<file path="src/rtl/ball_motion.sv">
// Pong ball kinematics: serve countdown, per-tick motion, wall/paddle bounces
// and miss detection, all stepped by the frame-rate strobe.
module ball_motion #(
  parameter int SCREEN_W       = 640,
  parameter int SCREEN_H       = 480,
  parameter int BALL_SIZE      = 8,
  parameter int PADDLE_W       = 8,
  parameter int PADDLE_H       = 64,
  parameter int LEFT_PADDLE_X  = 16,
  parameter int RIGHT_PADDLE_X = 616,
  parameter int SPEED          = 2,
  parameter int SERVE_TICKS    = 60,
  parameter int X_W            = 10,
  parameter int Y_W            = 10
) (
  input  logic           clk_i,
  input  logic           rst_ni,
  input  logic           tick_i,
  input  logic           start_i,
  input  logic [Y_W-1:0] left_paddle_y_i,
  input  logic [Y_W-1:0] right_paddle_y_i,
  output logic [X_W-1:0] ball_x_o,
  output logic [Y_W-1:0] ball_y_o,
  output logic           dir_x_o,
  output logic           dir_y_o,
  output logic           active_o,
  output logic           score_left_o,
  output logic           score_right_o
);

  // One spare bit above the widest coordinate keeps every sum from wrapping.
  localparam int W     = ((X_W > Y_W) ? X_W : Y_W) + 1;
  localparam int CNT_W = $clog2(SERVE_TICKS + 1);

  localparam logic [W-1:0] CX    = W'((SCREEN_W - BALL_SIZE) / 2);
  localparam logic [W-1:0] CY    = W'((SCREEN_H - BALL_SIZE) / 2);
  localparam logic [W-1:0] YMAX  = W'(SCREEN_H - BALL_SIZE);
  localparam logic [W-1:0] SW    = W'(SCREEN_W);
  localparam logic [W-1:0] BS    = W'(BALL_SIZE);
  localparam logic [W-1:0] PH    = W'(PADDLE_H);
  localparam logic [W-1:0] SPD   = W'(SPEED);
  localparam logic [W-1:0] FL    = W'(LEFT_PADDLE_X + PADDLE_W);
  localparam logic [W-1:0] FR    = W'(RIGHT_PADDLE_X);
  localparam logic [CNT_W-1:0] SERVE_LOAD = CNT_W'(SERVE_TICKS);

  typedef enum logic [1:0] {IDLE, SERVE, PLAY} state_t;

  state_t           state, state_next;
  logic [CNT_W-1:0] cnt, cnt_next;
  logic [X_W-1:0]   x_next;
  logic [Y_W-1:0]   y_next;
  logic             dx_next, dy_next, active_next;
  logic             score_l_next, score_r_next;

  logic [W-1:0] bx, by, lp, rp, nx, ny;
  logic         ov_left, ov_right, miss;

  always_ff @(posedge clk_i or negedge rst_ni) begin
    if (!rst_ni) begin
      state         <= IDLE;
      cnt           <= '0;
      ball_x_o      <= X_W'(CX);
      ball_y_o      <= Y_W'(CY);
      dir_x_o       <= 1'b1;
      dir_y_o       <= 1'b1;
      active_o      <= 1'b0;
      score_left_o  <= 1'b0;
      score_right_o <= 1'b0;
    end else begin
      state         <= state_next;
      cnt           <= cnt_next;
      ball_x_o      <= x_next;
      ball_y_o      <= y_next;
      dir_x_o       <= dx_next;
      dir_y_o       <= dy_next;
      active_o      <= active_next;
      score_left_o  <= score_l_next;
      score_right_o <= score_r_next;
    end
  end

  always_comb begin
    state_next   = state;
    cnt_next     = cnt;
    dx_next      = dir_x_o;
    dy_next      = dir_y_o;
    score_l_next = 1'b0;
    score_r_next = 1'b0;
    miss         = 1'b0;

    bx = W'(ball_x_o);
    by = W'(ball_y_o);
    lp = W'(left_paddle_y_i);
    rp = W'(right_paddle_y_i);
    nx = bx;
    ny = by;

    // Overlap uses the ball position before this tick's move.
    ov_left  = (by + BS > lp) && (by < lp + PH);
    ov_right = (by + BS > rp) && (by < rp + PH);

    case (state)
      IDLE: begin
        if (start_i) begin
          state_next = SERVE;
          cnt_next   = SERVE_LOAD;
        end
      end

      SERVE: begin
        if (tick_i) begin
          if (cnt <= CNT_W'(1)) begin
            state_next = PLAY;
            cnt_next   = '0;
          end else begin
            cnt_next = cnt - CNT_W'(1);
          end
        end
      end

      PLAY: begin
        if (tick_i) begin
          if (dir_y_o) begin
            if (by + SPD >= YMAX) begin
              ny      = YMAX;
              dy_next = 1'b0;
            end else begin
              ny = by + SPD;
            end
          end else begin
            if (by <= SPD) begin
              ny      = '0;
              dy_next = 1'b1;
            end else begin
              ny = by - SPD;
            end
          end

          // Paddle hit is checked before the miss so a last-moment save wins.
          if (!dir_x_o) begin
            if (bx >= FL && bx <= FL + SPD && ov_left) begin
              nx      = FL;
              dx_next = 1'b1;
            end else if (bx <= SPD) begin
              miss         = 1'b1;
              score_r_next = 1'b1;
              dx_next      = 1'b0;
            end else begin
              nx = bx - SPD;
            end
          end else begin
            if (bx + BS <= FR && bx + BS + SPD >= FR && ov_right) begin
              nx      = FR - BS;
              dx_next = 1'b0;
            end else if (bx + BS + SPD >= SW) begin
              miss         = 1'b1;
              score_l_next = 1'b1;
              dx_next      = 1'b1;
            end else begin
              nx = bx + SPD;
            end
          end

          if (miss) begin
            nx         = CX;
            ny         = CY;
            state_next = SERVE;
            cnt_next   = SERVE_LOAD;
          end
        end
      end

      default: begin
        state_next = IDLE;
      end
    endcase

    x_next      = X_W'(nx);
    y_next      = Y_W'(ny);
    active_next = (state_next == PLAY);
  end

endmodule

</file>
<file path="config.mk">
export PLATFORM = sky130hd
export DESIGN_NAME = ball_motion
export DESIGN_NICKNAME = d
export VERILOG_FILES = /design/src/rtl/ball_motion.sv
export SDC_FILE = /design/constraint.sdc
export NUM_CORES = 1
export LEC_CHECK = 0
export CAP_MARGIN = 20
export CORE_MARGIN = 5
export CORE_UTILIZATION = 53
export CTS_CLUSTER_DIAMETER = 40
export DETAILED_ROUTE_END_ITERATION = 10
export MAX_ROUTING_LAYER = met4
export PLACE_DENSITY = 0.77
export SLEW_MARGIN = 15
export SYNTH_ARGS = -nofsm -noshare
export SYNTH_HDL_FRONTEND = slang
export SYNTH_SLANG_ARGS = --single-unit
</file>
<file path="constraint.sdc">
create_clock -name clk_i -period 8.4 [get_ports clk_i]
set_input_delay 1.68 -clock clk_i [delete_from_list [all_inputs] [get_ports clk_i]]
set_output_delay 1.68 -clock clk_i [all_outputs]
set_load 0.01 [all_outputs]
</file>
Word level (Yosys, flattened, before mapping):

Cells that the tools add are included.

* bits in registers: 33
* input bits: 24
* output and inout bits: 25
* word-level logic and storage cells: 93

* add/sub/neg operators: 10
* muxes and demuxes: 41
* $lt $le $gt $ge: 13
* reductions and logical operators: 11
* eq/ne operators: 9

Operators by type and width (number)
* 10-bit two-way mux: 10
* 6-bit two-way mux: 5
* 10-bit by 4-bit adder with 11-bit output, second input constant: 2
* 10-bit by 7-bit adder with 11-bit output, second input constant: 2
* 11-bit by 10-bit >= comparator with 1-bit output, second input constant: 2
* 11-bit by 10-bit > comparator with 1-bit output: 2
* 10-bit by 11-bit < comparator with 1-bit output: 2
* 10-bit by 2-bit less-or-equal comparator with 1-bit output, second input constant: 2
* 10-bit by 2-bit subtractor with 10-bit output, second input constant: 2
* 1-bit two-way mux: 19
* 6-bit one-hot mux with 3 select lines: 1
* 10-bit by 2-bit adder with 11-bit output, second input constant: 1
* 11-bit by 2-bit adder with 11-bit output, second input constant: 1
* 11-bit by 9-bit >= comparator with 1-bit output, second input constant: 1
* 11-bit by 10-bit less-or-equal comparator with 1-bit output, second input constant: 1
* 10-bit by 2-bit adder with 10-bit output, second input constant: 1
* 10-bit by 5-bit >= comparator with 1-bit output, second input constant: 1
* 10-bit by 5-bit less-or-equal comparator with 1-bit output, second input constant: 1
* 2-bit two-way mux: 5
* 2-bit != test, second input constant: 4
* 4-bit by 3-bit != test with 1-bit output, second input constant: 2
* 6-bit by 1-bit less-or-equal comparator with 1-bit output, second input constant: 1
* 1-bit logical AND: 6
* 2-bit one-hot mux with 3 select lines: 1
* other kinds (8): 9

Longest topological paths before layout:

Gate-level depths: netlist of run 1.

* depth in word-level cells: 13
* depth in mapped cells: 14
* depth with buffers taken out: 13

Worst setup path after synthesis of run 1:

No wires, ideal clock.

* path type: input -> register
* start point: input port right_paddle_y_i[8]
* end point: register cnt[3]
* buffers on the path: 0
* stages on the path: 11
* arrival: 3847 ps
* setup slack: 4432 ps
* required time: 8279 ps
* library setup time: 121 ps
* cell sequence: inv_1 ha_1 a21o_1 a211o_1 a2111oi_0 o21ai_0 o211ai_1 o21ai_4 o31ai_4 nand2_1 a22o_1

* word-level cells in the longest chain between the ends: 10
* elaborated cells on any way between the ends: 11
* classes of those cells: add/sub (1); order compare (2); eq/ne (1); mux (4); reduce/logical (3)

Ends and longest elaborated chain
* start: declaration: line 21 `input logic [Y_W-1:0] right_paddle_y_i,`
* 10-bit by 7-bit adder with 11-bit output: line 100 `ov_right = (by + BS > rp) && (by < rp + PH);`
* 10-bit by 11-bit < comparator with 1-bit output: line 100
* 1-bit logical AND *: line 100
* 1-bit logical AND *: line 152 `if (bx + BS <= FR && bx + BS + SPD >= FR && ov_right) begin`
* 1-bit two-way mux *: line 152
* 1-bit two-way mux *: line 140 `if (!dir_x_o) begin`
* 1-bit two-way mux *: line 122 `if (tick_i) begin`
* 1-bit two-way mux *: line 102 `case (state)`
* 2-bit != test (no source line) *
* 5-bit AND reduction (no source line) *
* end signal: assignment: line 71 `cnt <= cnt_next;`
* end: declaration: line 49 `logic [CNT_W-1:0] cnt, cnt_next;`

Mark *: on every way between the ends. The rest lies on a longest branch, timed or not. The select of a mux whose other input is x is not followed.
A chain may end at the register's enable or synchronous reset.

Final worst setup path of run 1:

Ends and elaborated chain as after synthesis.

==> results of run 1 <==
==> worst paths after layout <==
| check | end | slack, ns | from | cells after the start |
|---|---|---|---|---|
| max reg2reg | cnt[3] | 4.36 | ball_y_o[5] | 13 |
| max in group asynchronous | ball_x_o[4] | 6.27 | rst_ni | 2 |
| min in group asynchronous | ball_y_o[4] | 1.79 | rst_ni | 2 |
| min | state[0] | 0.51 | state[1] | 1 |
| max | cnt[3] | 3.70 | right_paddle_y_i[8] | 12 |
| min reg2reg | state[0] | 0.51 | state[1] | 1 |
==> flip-flops by register name, summed over array words and instances (netlist names) <==
signal,count
cnt,6
ball_y_o,9
active_o,1
score_right_o,1
state,2
score_left_o,1
ball_x_o,9
dir_y_o,1
dir_x_o,1
==> critical path: stages <==
cell and delay (ns):
clkdlybuf4s50_1 0.54, inv_1 0.06, ha_1 0.32, a21o_1 0.17, a211o_1 0.29, a2111oi_0 0.36, o21ai_0 0.19, o211ai_1 0.29
o21ai_4 0.15, o31ai_4 0.45, nand2_1 0.11, a22o_1 0.25
==> area by class of cell <==
type                       count  share of cell area
clock buffer                   8             0.02343
inverter                      39             0.03427
multi-input combinational    379              0.6216
sequential                    31              0.1851
tap                           80             0.02343
timing repair buffer          48              0.1122
==> power breakdown <==
part           switching [mW]  internal, mW  leakage [nW]
sequential             0.0629         0.187         0.355
clock                  0.0559        0.0747        0.0515
combinational           0.204         0.177          1.42
total                   0.323         0.439          1.83
==> cell usage in the layout, fill, tap and decap left out, types with 12 or more instances in the layout <==
master / instances
ha_1: 48
xnor2_1: 14
dfrtp_1: 19
nor2_1: 32
clkdlybuf4s50_1: 46
nand3_1: 23
inv_1: 39
nor3_1: 15
dfstp_2: 12
o21ai_0: 32
a21oi_1: 24
nand2_1: 41
==> cell families after synthesis <==
family	after synthesis	synth area share
compound gates	139	0.2693
mux	5	0.01431
other cells	1	0.001022
fa+ha+maj	48	0.1636
xor+xnor	18	0.04294
buf+inv	58	0.06373
simple gates	167	0.2297
flops	31	0.2154
==> per-layer routing <==
| layer | part of all wire | track usage | up-vias |
|---|---|---|---|
| met1 | 0.43 | 0.3197 | 1748 |
| met5 | 0 | - | - |
| met4 | 0.012 | 0.04640 | 0 |
| li1 | - | - | 1788 |
| met2 | 0.48 | 0.3853 | 146 |
| met3 | 0.074 | 0.04666 | 19 |
==> stage by stage <==
step,util,instances
after detailed placement,0.6157,576
after global placement,0.6157,576
after global routing,0.6322,585
after floorplan,-,468
after CTS,0.6306,584
final,0.6322,585
==> impl_metrics.json, run 1 <==
{
  "status": "completed",
  "die_h_um": 93.23,
  "period_share": 0.5593,
  "grt_max_degree": 32,
  "max_slew_margin": 0.4743,
  "die_w_um": 93.23,
  "critPathLaunchType": "input pin",
  "gp_congestion": 0.9393,
  "area_growth_pct": 16.36,
  "yosysUniqueCellTypes": 65,
  "grt_pass1_wl_um": 16730,
  "peakVddDrop_uv": 180.6,
  "ios": 49,
  "power_density_nw_per_um2": 178.5,
  "synth_edf_count": 0,
  "dieArea_um2": 8691,
  "fin_worst_skew_ns": 0.007938,
  "holdWs_ns": 0.5140,
  "fin_ws_ns": 3.702,
  "row_count": 30,
  "initial_core_util": 0.5433,
  "critPathArrivalTime_ns": 4.87,
  "finalSetupViolCount": 0,
  "wl_per_cell_um": 17.19,
  "hold_viol": 0,
  "netlist.area_leader.share": 0.1636,
  "path_class": "input pin to flop",
  "grt_pass1_vias": 3437,
  "drt-total-wl_um": 10060,
  "io_buffers": 46,
  "diodes": 0,
  "core_area_um2": 6756,
  "crit_required_ns": 8.57,
  "syn-instance-count": 467,
  "syn_area_per_cell_um2": 7.861,
  "cts_hold_buf": 0,
  "drt_iter0_drc": 368,
  "fin_nets": 576,
  "fin_area_um2": 4272,
  "first_pass_iters": 5,
  "synth_seq_area_share": 0.2154,
  "cts_setup_buffers": 0,
  "placed_cell_area_um2": 4160,
  "leakagePower_nw": 1.828,
  "n_fill_cell": 589,
  "yosys.area.top_type": "ha_1",
  "overflow": 0,
  "post-place-ws_ns": 3.451,
  "max_slew.worst_pin.slew_ns": 0.7862,
  "synth_area_um2": 3671,
  "clk_latency_ns": 0.28,
  "rsz0062_at_grt": "no",
  "yosysMostFrequentCell": "ha_1",
  "slew_violations": 0,
  "ctsResizeCount": 0,
  "multi_input_area_um2": 2655,
  "drc_errors": 0,
  "root_buffer": "clkbuf_8",
  "yosys_warnings": 0,
  "htreeDepth": 2,
  "min_path_type": "flop to flop",
  "grt_usage": 0.2408,
  "vias_per_cell": 6.326,
  "finalSetupTns_ns": 0,
  "clkTransAtPathRegs_ns": 0.06,
  "endpoint_kind": "flop",
  "cts_max_path_buffers": 2,
  "synthTopCellsByCount": "ha_1 (48), nand2_1 (41), inv_1 (39)",
  "dp_hpwl_um": 7677,
  "maxCapViolations": 0,
  "cts_buffers": 5,
  "fmax_ghz": 0.2128,
  "synth_area_leaders": "ha_1 (16%), dfrtp_1 (13%), dfstp_2 (8.6%)",
  "cts_sinks": 31,
  "crit_fanout": 9,
  "via_count": 3701,
  "yosys_register_bits": 31,
  "cts_tree": "done",
  "drive_gt1_frac": 0.06733,
  "register_area_um2": 790.8,
  "p_total_mw": 0.7626,
  "synthFlopType": "dfrtp_1",
  "synthArstFlopShare": 1.000,
  "post-route-min-period_ns": 4.698,
  "antenna_found_initial": 0,
  "final_antenna_net_count": 0
}
(Power assumes the default switching activity.)
==> run 2, diff against run 1 <==
==> constraint.sdc (replaced) <==
create_clock -name clk_i -period 4.49 [get_ports clk_i]
set_input_delay 0.898 -clock clk_i [delete_from_list [all_inputs] [get_ports clk_i]]
set_output_delay 0.898 -clock clk_i [all_outputs]
set_load 0.01 [all_outputs]
==> run 2 against run 1 <==
Clock-buffer cell count is 3 lower. First-iteration DRC count is 24% lower. Power is 85% higher. Wire length is 2.0% higher. Via count is 0.65% lower. Clock power is 67% higher. Critical endpoint is now cnt[1]. Largest power group unchanged.
==> impl_metrics.json, run 2 (synthesis results as in run 1) <==
{
  "ctsResizeCount": 0,
  "cts_sinks": 31,
  "row_count": 30,
  "hold_start": "cnt[5]",
  "critPathLaunchType": "flop",
  "cts_buffers": 5,
  "leakagePower_nw": 1.829,
  "cts_max_path_buffers": 2,
  "r2r_cells": 13,
  "root_buffer": "clkbuf_8",
  "area_growth_pct": 16.56,
  "grt_usage": 0.2485,
  "ios": 49,
  "drt-total-wl_um": 10260,
  "hold_depth": 1,
  "overflow": 0,
  "initial_core_util": 0.5433,
  "dp_hpwl_um": 7885,
  "drc_errors": 0,
  "cts_hold_buf": 0,
  "via_count": 3677,
  "layout_common_cells": "ha_1 (48), clkdlybuf4s50_1 (46), nand2_1 (41), inv_1 (39)",
  "crit_required_ns": 4.67,
  "critPathArrivalTime_ns": 4.05,
  "n_fill_cell": 596,
  "r2r_end": "cnt[1]",
  "hold_viol": 0,
  "period_share": 0.8624,
  "grt_pass1_vias": 3564,
  "clk_latency_ns": 0.29,
  "rsz0062_at_grt": "no",
  "die_w_um": 93.23,
  "cts_setup_buffers": 0,
  "crit_fanout": 15,
  "holdWs_ns": 0.5394,
  "peakVddDrop_uv": 227.7,
  "fin_nets": 579,
  "die_h_um": 93.23,
  "layout_commonest_cell": "ha_1",
  "endpoint_kind": "flop",
  "min_path_type": "flop to flop",
  "drt_iter0_drc": 281,
  "r2r_setup_slack_ns": 0.62,
  "grt_pass1_wl_um": 17260,
  "grt_max_degree": 32,
  "post-route-min-period_ns": 3.872,
  "final_cells": 588,
  "antenna_found_initial": 0,
  "vias_per_cell": 6.253,
  "fin_worst_skew_ns": 0.008468,
  "htreeDepth": 2,
  "power_density_nw_per_um2": 329.3,
  "final_antenna_net_count": 0,
  "gp_congestion": 0.9611,
  "placedCellCount": 580,
  "io_buffers": 46,
  "top_regs": "ball_x_o: 9 flops, ball_y_o: 9 flops, cnt: 6 flops",
  "maxCapViolations": 0,
  "cts_tree": "done",
  "drive_gt1_frac": 0.07480,
  "path_class": "flop to flop",
  "dieArea_um2": 8691,
  "max_slew_margin": 0.4806,
  "min_to": "cnt[5]",
  "slew_violations": 0,
  "finalSetupViolCount": 0,
  "wl_per_cell_um": 17.45,
  "worstReg2RegStart": "ball_y_o[5]",
  "finalSetupTns_ns": 0,
  "clkTransAtPathRegs_ns": 0.07,
  "diodes": 0,
  "max_slew.worst_pin.slew_ns": 0.7791,
  "first_pass_iters": 5,
  "status": "completed",
  "core_area_um2": 6756,
  "fmax_ghz": 0.2582
}
-- run 2: per-stage QoR --
stage / util / power (mW) / setup slack, ns / area, µm²
2_1_floorplan: - / 0.9477 / 0.9128 / 3675
3_3_place_gp: 0.6202 / 1.165 / 0.5018 / 4190
3_5_place_dp: 0.6202 / 1.185 / 0.3871 / 4190
4_1_cts: 0.6333 / 1.413 / 0.6157 / 4279
5_1_grt: 0.6333 / 1.528 / 0.3202 / 4279
6_report: 0.6333 / 1.409 / 0.6178 / 4279
-- run 2: critical path, cell delays in order (launching register included) --
cell       delay [ns]
dfstp_2          0.72
nand3_1          0.18
nor2_1           0.16
xor2_1           0.24
ha_1             0.30
a21o_1           0.17
a211o_1          0.28
a2111oi_0        0.34
o21ai_0          0.16
o211ai_1         0.29
o21ai_4          0.16
o21ai_2          0.39
nand2_1          0.15
a31o_1           0.23
-- run 2: where the power goes --
part	leakage [nW]	internal, mW	switching, mW
clock network	0.0402	0.108	0.111
registers	0.355	0.350	0.115
logic	1.43	0.335	0.390
-- run 2: how the worst max path moves through the flow --
stage,start,endpoint,slack [ns],cells past startpoint
after CTS,ball_y_o[5],cnt[1],0.62,13
after global placement,right_paddle_y_i[8],cnt[3],0.50,12
final,ball_y_o[5],cnt[1],0.62,13
after floorplan,ball_y_o[3],cnt[3],0.91,14
after global routing,ball_y_o[5],cnt[3],0.32,13
after detailed placement,right_paddle_y_i[8],cnt[3],0.39,12
-- run 2: layout make-up --
type / instances / area [µm²] / share of cell area
multi-input combinational: 379 / 2655 / 0.6205
tap: 80 / 100.1 / 0.02339
sequential: 31 / 790.8 / 0.1848
clock buffer: 5 / 68.82 / 0.01608
clock inverter: 3 / 20.02 / 0.004678
inverter: 39 / 146.4 / 0.03421
timing repair buffer: 51 / 498.0 / 0.1164
-- run 2: layer usage --
layer	vias to the layer above	wire, µm	GRT usage
met3	24	606	0.03218
met1	1705	4693	0.3288
met4	0	261	0.08669
met5	-	0	-
li1	1805	-	-
met2	143	4696	0.3919
==> run 3, diff against run 2 <==
--- a/config.mk
+++ b/config.mk
@@ -10,8 +10,9 @@
 export CORE_UTILIZATION = 53
 export CTS_CLUSTER_DIAMETER = 40
 export DETAILED_ROUTE_END_ITERATION = 10
+export DONT_BUFFER_PORTS = 1
 export MAX_ROUTING_LAYER = met4
-export PLACE_DENSITY = 0.77
+export PLACE_DENSITY = 0.68
 export SLEW_MARGIN = 15
 export SYNTH_ARGS = -nofsm -noshare
 export SYNTH_HDL_FRONTEND = slang
==> run 3 against run 2 <==
Clock power increased by 5%. Die area stayed put. Final area is 11% lower. Critical path type unchanged. Maximum frequency is 0.29% lower. Largest cell class unchanged. Critical path depth did not move. Via count fell by 4.6%.
==> impl_metrics.json, run 3 (synthesis results as in run 1) <==
{
  "core_area_um2": 6756,
  "hold_viol": 0,
  "ios": 49,
  "slew_violations": 0,
  "worstReg2RegStart": "ball_y_o[5]",
  "antenna_found_initial": 0,
  "finalSetupViolCount": 0,
  "endpoint_kind": "flop",
  "cts_sinks": 31,
  "area_growth_pct": 3.476,
  "root_buffer": "clkbuf_8",
  "fmax_ghz": 0.2575,
  "peakVddDrop_uv": 275.1,
  "layout_common_cells": "ha_1 (48), nand2_1 (41), inv_1 (39), nor2_1 (32), o21ai_0 (32)",
  "post-route-min-period_ns": 3.883,
  "crit_fanout": 15,
  "fin_worst_skew_ns": 0.01066,
  "crit_required_ns": 4.66,
  "cts_max_path_buffers": 2,
  "placedCellCount": 531,
  "cp.buffers_inverters": 0,
  "critPathArrivalTime_ns": 4.05,
  "die_w_um": 93.23,
  "dp_hpwl_um": 7526,
  "r2r_end": "cnt[3]",
  "critPathLaunchType": "flop",
  "n_fill_cell": 664,
  "via_count": 3508,
  "first_pass_iters": 5,
  "slowest_stage": "dfstp_2",
  "final_antenna_net_count": 0,
  "leakagePower_nw": 1.646,
  "clk_latency_ns": 0.29,
  "maxCapViolations": 0,
  "layout_commonest_cell": "ha_1",
  "cts_setup_buffers": 0,
  "critPathTopFamily": "compound AO/OA/AOI/OAI gates",
  "p_total_mw": 1.337,
  "post-route-util": 0.5622,
  "cts_buffers": 5,
  "row_count": 30,
  "cts_hold_buf": 0,
  "wl_per_cell_um": 18.26,
  "io_buffers": 0,
  "dieArea_um2": 8691,
  "multi_input_area_um2": 2655,
  "diodes": 0,
  "grt_pass1_wl_um": 16330,
  "r2r_cells": 13,
  "overflow": 0,
  "grt_pass1_vias": 3416,
  "vias_per_cell": 6.508,
  "power_density_nw_per_um2": 351.9,
  "path_class": "flop to flop",
  "path_cells": "nand3_1 > nor2_1 > xor2_1 > ha_1 > a21o_1 > a211o_1 > a2111oi_0 > o21ai_0 > o211ai_1 > o21ai_4 > o31ai_4 > nand2_1 > a22o_1",
  "grt_usage": 0.2349,
  "max_slew.worst_pin.slew_ns": 0.8758,
  "final_cells": 539,
  "drc_errors": 0,
  "initial_core_util": 0.5433,
  "drive_gt1_frac": 0.07407,
  "r2r_setup_slack_ns": 0.61,
  "period_share": 0.8649,
  "clkTransAtPathRegs_ns": 0.07,
  "grt_max_degree": 32,
  "htreeDepth": 2,
  "finalSetupTns_ns": 0,
  "top_regs": "ball_x_o: 9 flops, ball_y_o: 9 flops, cnt: 6 flops",
  "cpPeakStageDelay_ns": 0.73,
  "die_h_um": 93.23,
  "cts_tree": "done",
  "rsz0062_at_grt": "no",
  "gp_congestion": 0.9423,
  "drt-total-wl_um": 9840,
  "status": "completed",
  "max_slew_margin": 0.4144,
  "register_area_um2": 790.8,
  "min_path_type": "input pin to asynchronous set/reset pin",
  "drt_iter0_drc": 247,
  "ctsResizeCount": 0,
  "fin_nets": 530
}
==> run 3: worst reg2reg max path, delay by kind of cell, from the launching register on <==
family	cells	cell delay [ns]
DFF	1	0.73
and+or+nand+nor	3	0.47
adders and majority gates	1	0.29
AOI/OAI and AO/OA	8	2.05
xor gates and xnor gates	1	0.22
==> run 3: per-stage QoR <==
step	hold slack (ns)	instance area [µm²]	worst slack, ns
floorplan	0.4812	3675	0.9128
global placement	0.5165	3707	0.7768
detailed placement	0.5208	3707	0.6683
CTS	0.2881	3799	0.6600
global route	0.2861	3799	0.3805
finish	0.2962	3799	0.6065
==> run 3: how the worst max path moves through the flow <==
stage / to / from / slack [ns] / cells after the start
2_1_floorplan: cnt[3] / ball_y_o[3] / 0.91 / 14
3_3_place_gp: cnt[3] / ball_y_o[5] / 0.78 / 13
3_5_place_dp: cnt[3] / ball_y_o[5] / 0.67 / 13
4_1_cts: cnt[3] / ball_y_o[3] / 0.66 / 13
5_1_grt: cnt[1] / ball_y_o[5] / 0.38 / 13
6_report: cnt[3] / ball_y_o[5] / 0.61 / 13
==> run 3: layout make-up <==
class,count,share of cell area
clock buffers,7,0.02273
flip-flops and latches,31,0.2082
repair buffers,2,0.003953
clock inverters,1,0.001318
well taps,80,0.02635
multi-input cells,379,0.6989
inverters,39,0.03854
==> run 3: routing by layer <==
metal | routed length (µm) | vias to the layer above | track usage
met5 | 0 | - | -
met2 | 4710 | 131 | 0.3931
li1 | - | 1704 | -
met3 | 631 | 12 | 0.03701
met1 | 4382 | 1661 | 0.3027
met4 | 115 | 0 | 0.04518
==> run 3: power breakdown <==
group	internal, mW	total (mW)	switching (mW)	leakage [nW]
Combinational	0.275	0.618	0.343	1.24
Sequential	0.351	0.488	0.137	0.355
Clock	0.124	0.231	0.107	0.0482
==> patch: new RTL, settings of run 3 <==
Set the parameter `SERVE_TICKS` to 30 (it was 60).
--- a/src/rtl/ball_motion.sv
+++ b/src/rtl/ball_motion.sv
@@ -11,3 +11,3 @@
   parameter int SPEED          = 2,
-  parameter int SERVE_TICKS    = 60,
+  parameter int SERVE_TICKS    = 30,
   parameter int X_W            = 10,
Check against the original RTL: same outputs for any inputs over 10 cycles, from zero or initial values and one cycle with rst_ni low; that may be too few to reach the edited logic, so the function may still have changed.
==> patch against run 3 <==
- total power fell by 0.58%
- wire length rose by 4.7%
- critical path depth fell by 1
- design area rose by 4.1%
- sequential share of layout area fell by 1.5 points
- area after synthesis rose by 5.6%
- setup slack improved by 0.078 ns
- via count rose by 6.7%
- global-route usage rose by 0.20 points
- sequential cell count fell by 1
==> patch: results (changes against run 3) <==
- Wire length on met2: 4.648 mm (-1.3%)
- Synth area leaders: ha_1 15%, dfrtp_1 12%, dfstp_2 8.1%
- Ys flop type: dfrtp_1
- MaxCap Viol Count: 0 (unchanged)
- Worst Reg-to-Reg Cells: 12 (-1)
- GPL Wtd Cong: 0.8944 (-5.1%)
- Post-Syn Area: 3875 sq um (+5.6%)
- Cts hold-fix bufs: 0 (unchanged)
- Clk root buf: clkbuf_8
- Max incr delay on CP: 0.79 ns (+0.06 ns)
- Arrival time at the worst endpoint: 3.97 ns (-0.08 ns)
- GRT Util Overall: 23.69% (+0.20 points)
- Worst-skew pair later-pin latency: about 0.28 ns
- Global-route wire length before repair: 16.79 mm (+2.8%)
- Post-CTS Setup Bufs: 0 (unchanged)
- Starting DRT DRC Count: 284 (+15%)
- Met1 WL: 4.820 mm (+10%)
- WL final: 10.30 mm (+4.7%)
- Top sig layer: met4
- Worst-path clk slew: 0.07 ns (about the same)
- Routed via count: 3,743 (+6.7%)
- CTS-repair resized insts: 0 (unchanged)
- Place WS: 0.7235 ns (+0.05522 ns)
- Worst-path fanout max: 19 (+4)
- LEAKAGE: 1.666 nW (+1.2%)
- Min-Delay Path Class: primary input to async pin
- VDD IR max: 0.0002670 V (-3.0%)
- Clock Skew: 0.005229 ns (-0.005435 ns)
- Commonest cells post-synth: 48 x ha_1, 41 x inv_1, 38 x nand2_1, 35 x a21oi_1, 33 x o21ai_0
- Met2 Usage GRT: 36.27% (-3.0 points)
- Worst path slowest cell: dfstp_2
- Vias in the first global route: 3,486 (+2.0%)
- Warnings from Yosys: 0 (unchanged)
- Asr flop ratio synth: 100.0% (unchanged)
- Sequential-to-total area share from yosys stat: 19.76% (-1.8 points)
- Clock share of power: 16.8% (-0.5 points)
- Switching share of power: 45.18% (+1.2 points)
- DIE WIDTH: 95.51 um (+2.4%)
- WL met3: 669 um (+6.0%)
- Clock Tree Buf Depth: 2 (unchanged)
- Final nets: 553 (+4.3%)
- Filler cells: 678 (+2.1%)
- Drt pass-1 iters: 7 (+2)
- Biggest regs: ball_x_o: 9 flops, ball_y_o: 9 flops, cnt: 5 flops
- Initial antenna violation count: 0 (unchanged)
- Port bufs: 0 (unchanged)
- GRT met3 Usage: 3.867% (+0.17 points)
- CTS H-tree lvls: 2 (unchanged)
- Number of inserted diodes: 0 (unchanged)
- Status: finished clean
- Worst Max-Slew Pin Slew: 0.8856 ns (+0.009775 ns)
- Total CTS buffers: 5 (unchanged)
- DP Wirelength: 7.729 mm (+2.7%)
- Global routing usage on met1: 31.92% (+1.6 points)
- Crit-path most repeated cell: and3_1
- Unique cell type count in the Yosys netlist: 74 (+14%)
- Largest net degree at the start of global routing: 31 (-3.1%)
- Layout cells sized above 1: 7.884% (+0.48 points)
- Sequential share of power: 35.1% (-1.4 points)
[patch: critical path: cells and delay by family (launching register included)]
family / cells / cell delay (ns)
AND/OR/NAND/NOR: 5 / 1.06
AO/OA/AOI/OAI: 4 / 0.98
flip-flops: 1 / 0.79
adder cells (fa/ha/maj): 1 / 0.36
multiplexers: 1 / 0.32
XOR/XNOR: 1 / 0.16
[patch: per-stage QoR]
step	utilization [%]	total power, mW	hold slack, ns	cells
floorplan	-	0.9525	0.4855	506
global placement	53.79	1.083	0.5061	573
detailed placement	53.79	1.098	0.5289	573
CTS	55.12	1.329	0.2980	581
global route	55.12	1.442	0.2833	581
finish	55.12	1.329	0.3090	581
[patch: area by class of cell]
class,instances,share of cell area (%)
Inverter,41,3.891
Clock buffer,6,2.088
Sequential cell,30,19.36
Clock inverter,2,0.3164
Multi-Input combinational cell,403,71.21
Tap cell,99,3.132
[patch: final timing paths]
kind | startpoint | to | slack (ns)
worst max-delay path | ball_y_o[6]$_DFFE_PN1P_ | cnt[1]$_DFFE_PN0P_ | 0.68
worst min-delay path | rst_ni | ball_x_o[6]$_DFFE_PN0P_ | 0.31
worst max register to register | ball_y_o[6]$_DFFE_PN1P_ | cnt[1]$_DFFE_PN0P_ | 0.68
worst min register to register | state[1]$_DFF_PN0_ | state[0]$_DFF_PN0_ | 0.54
max in group asynchronous | rst_ni | ball_y_o[3]$_DFFE_PN1P_ | 4.00
min in group clk_i | state[1]$_DFF_PN0_ | state[0]$_DFF_PN0_ | 0.54
[patch: kinds of logic after synthesis]
kind of cell / synth area share (%)
AND/OR/NAND/NOR: 23.44
AO/OA/AOI/OAI: 28.42
buffers and inverters: 7.652
adder cells (fa/ha/maj): 15.50
flip-flops: 19.76
XOR/XNOR: 3.843
multiplexers: 1.292
other: 0.09678
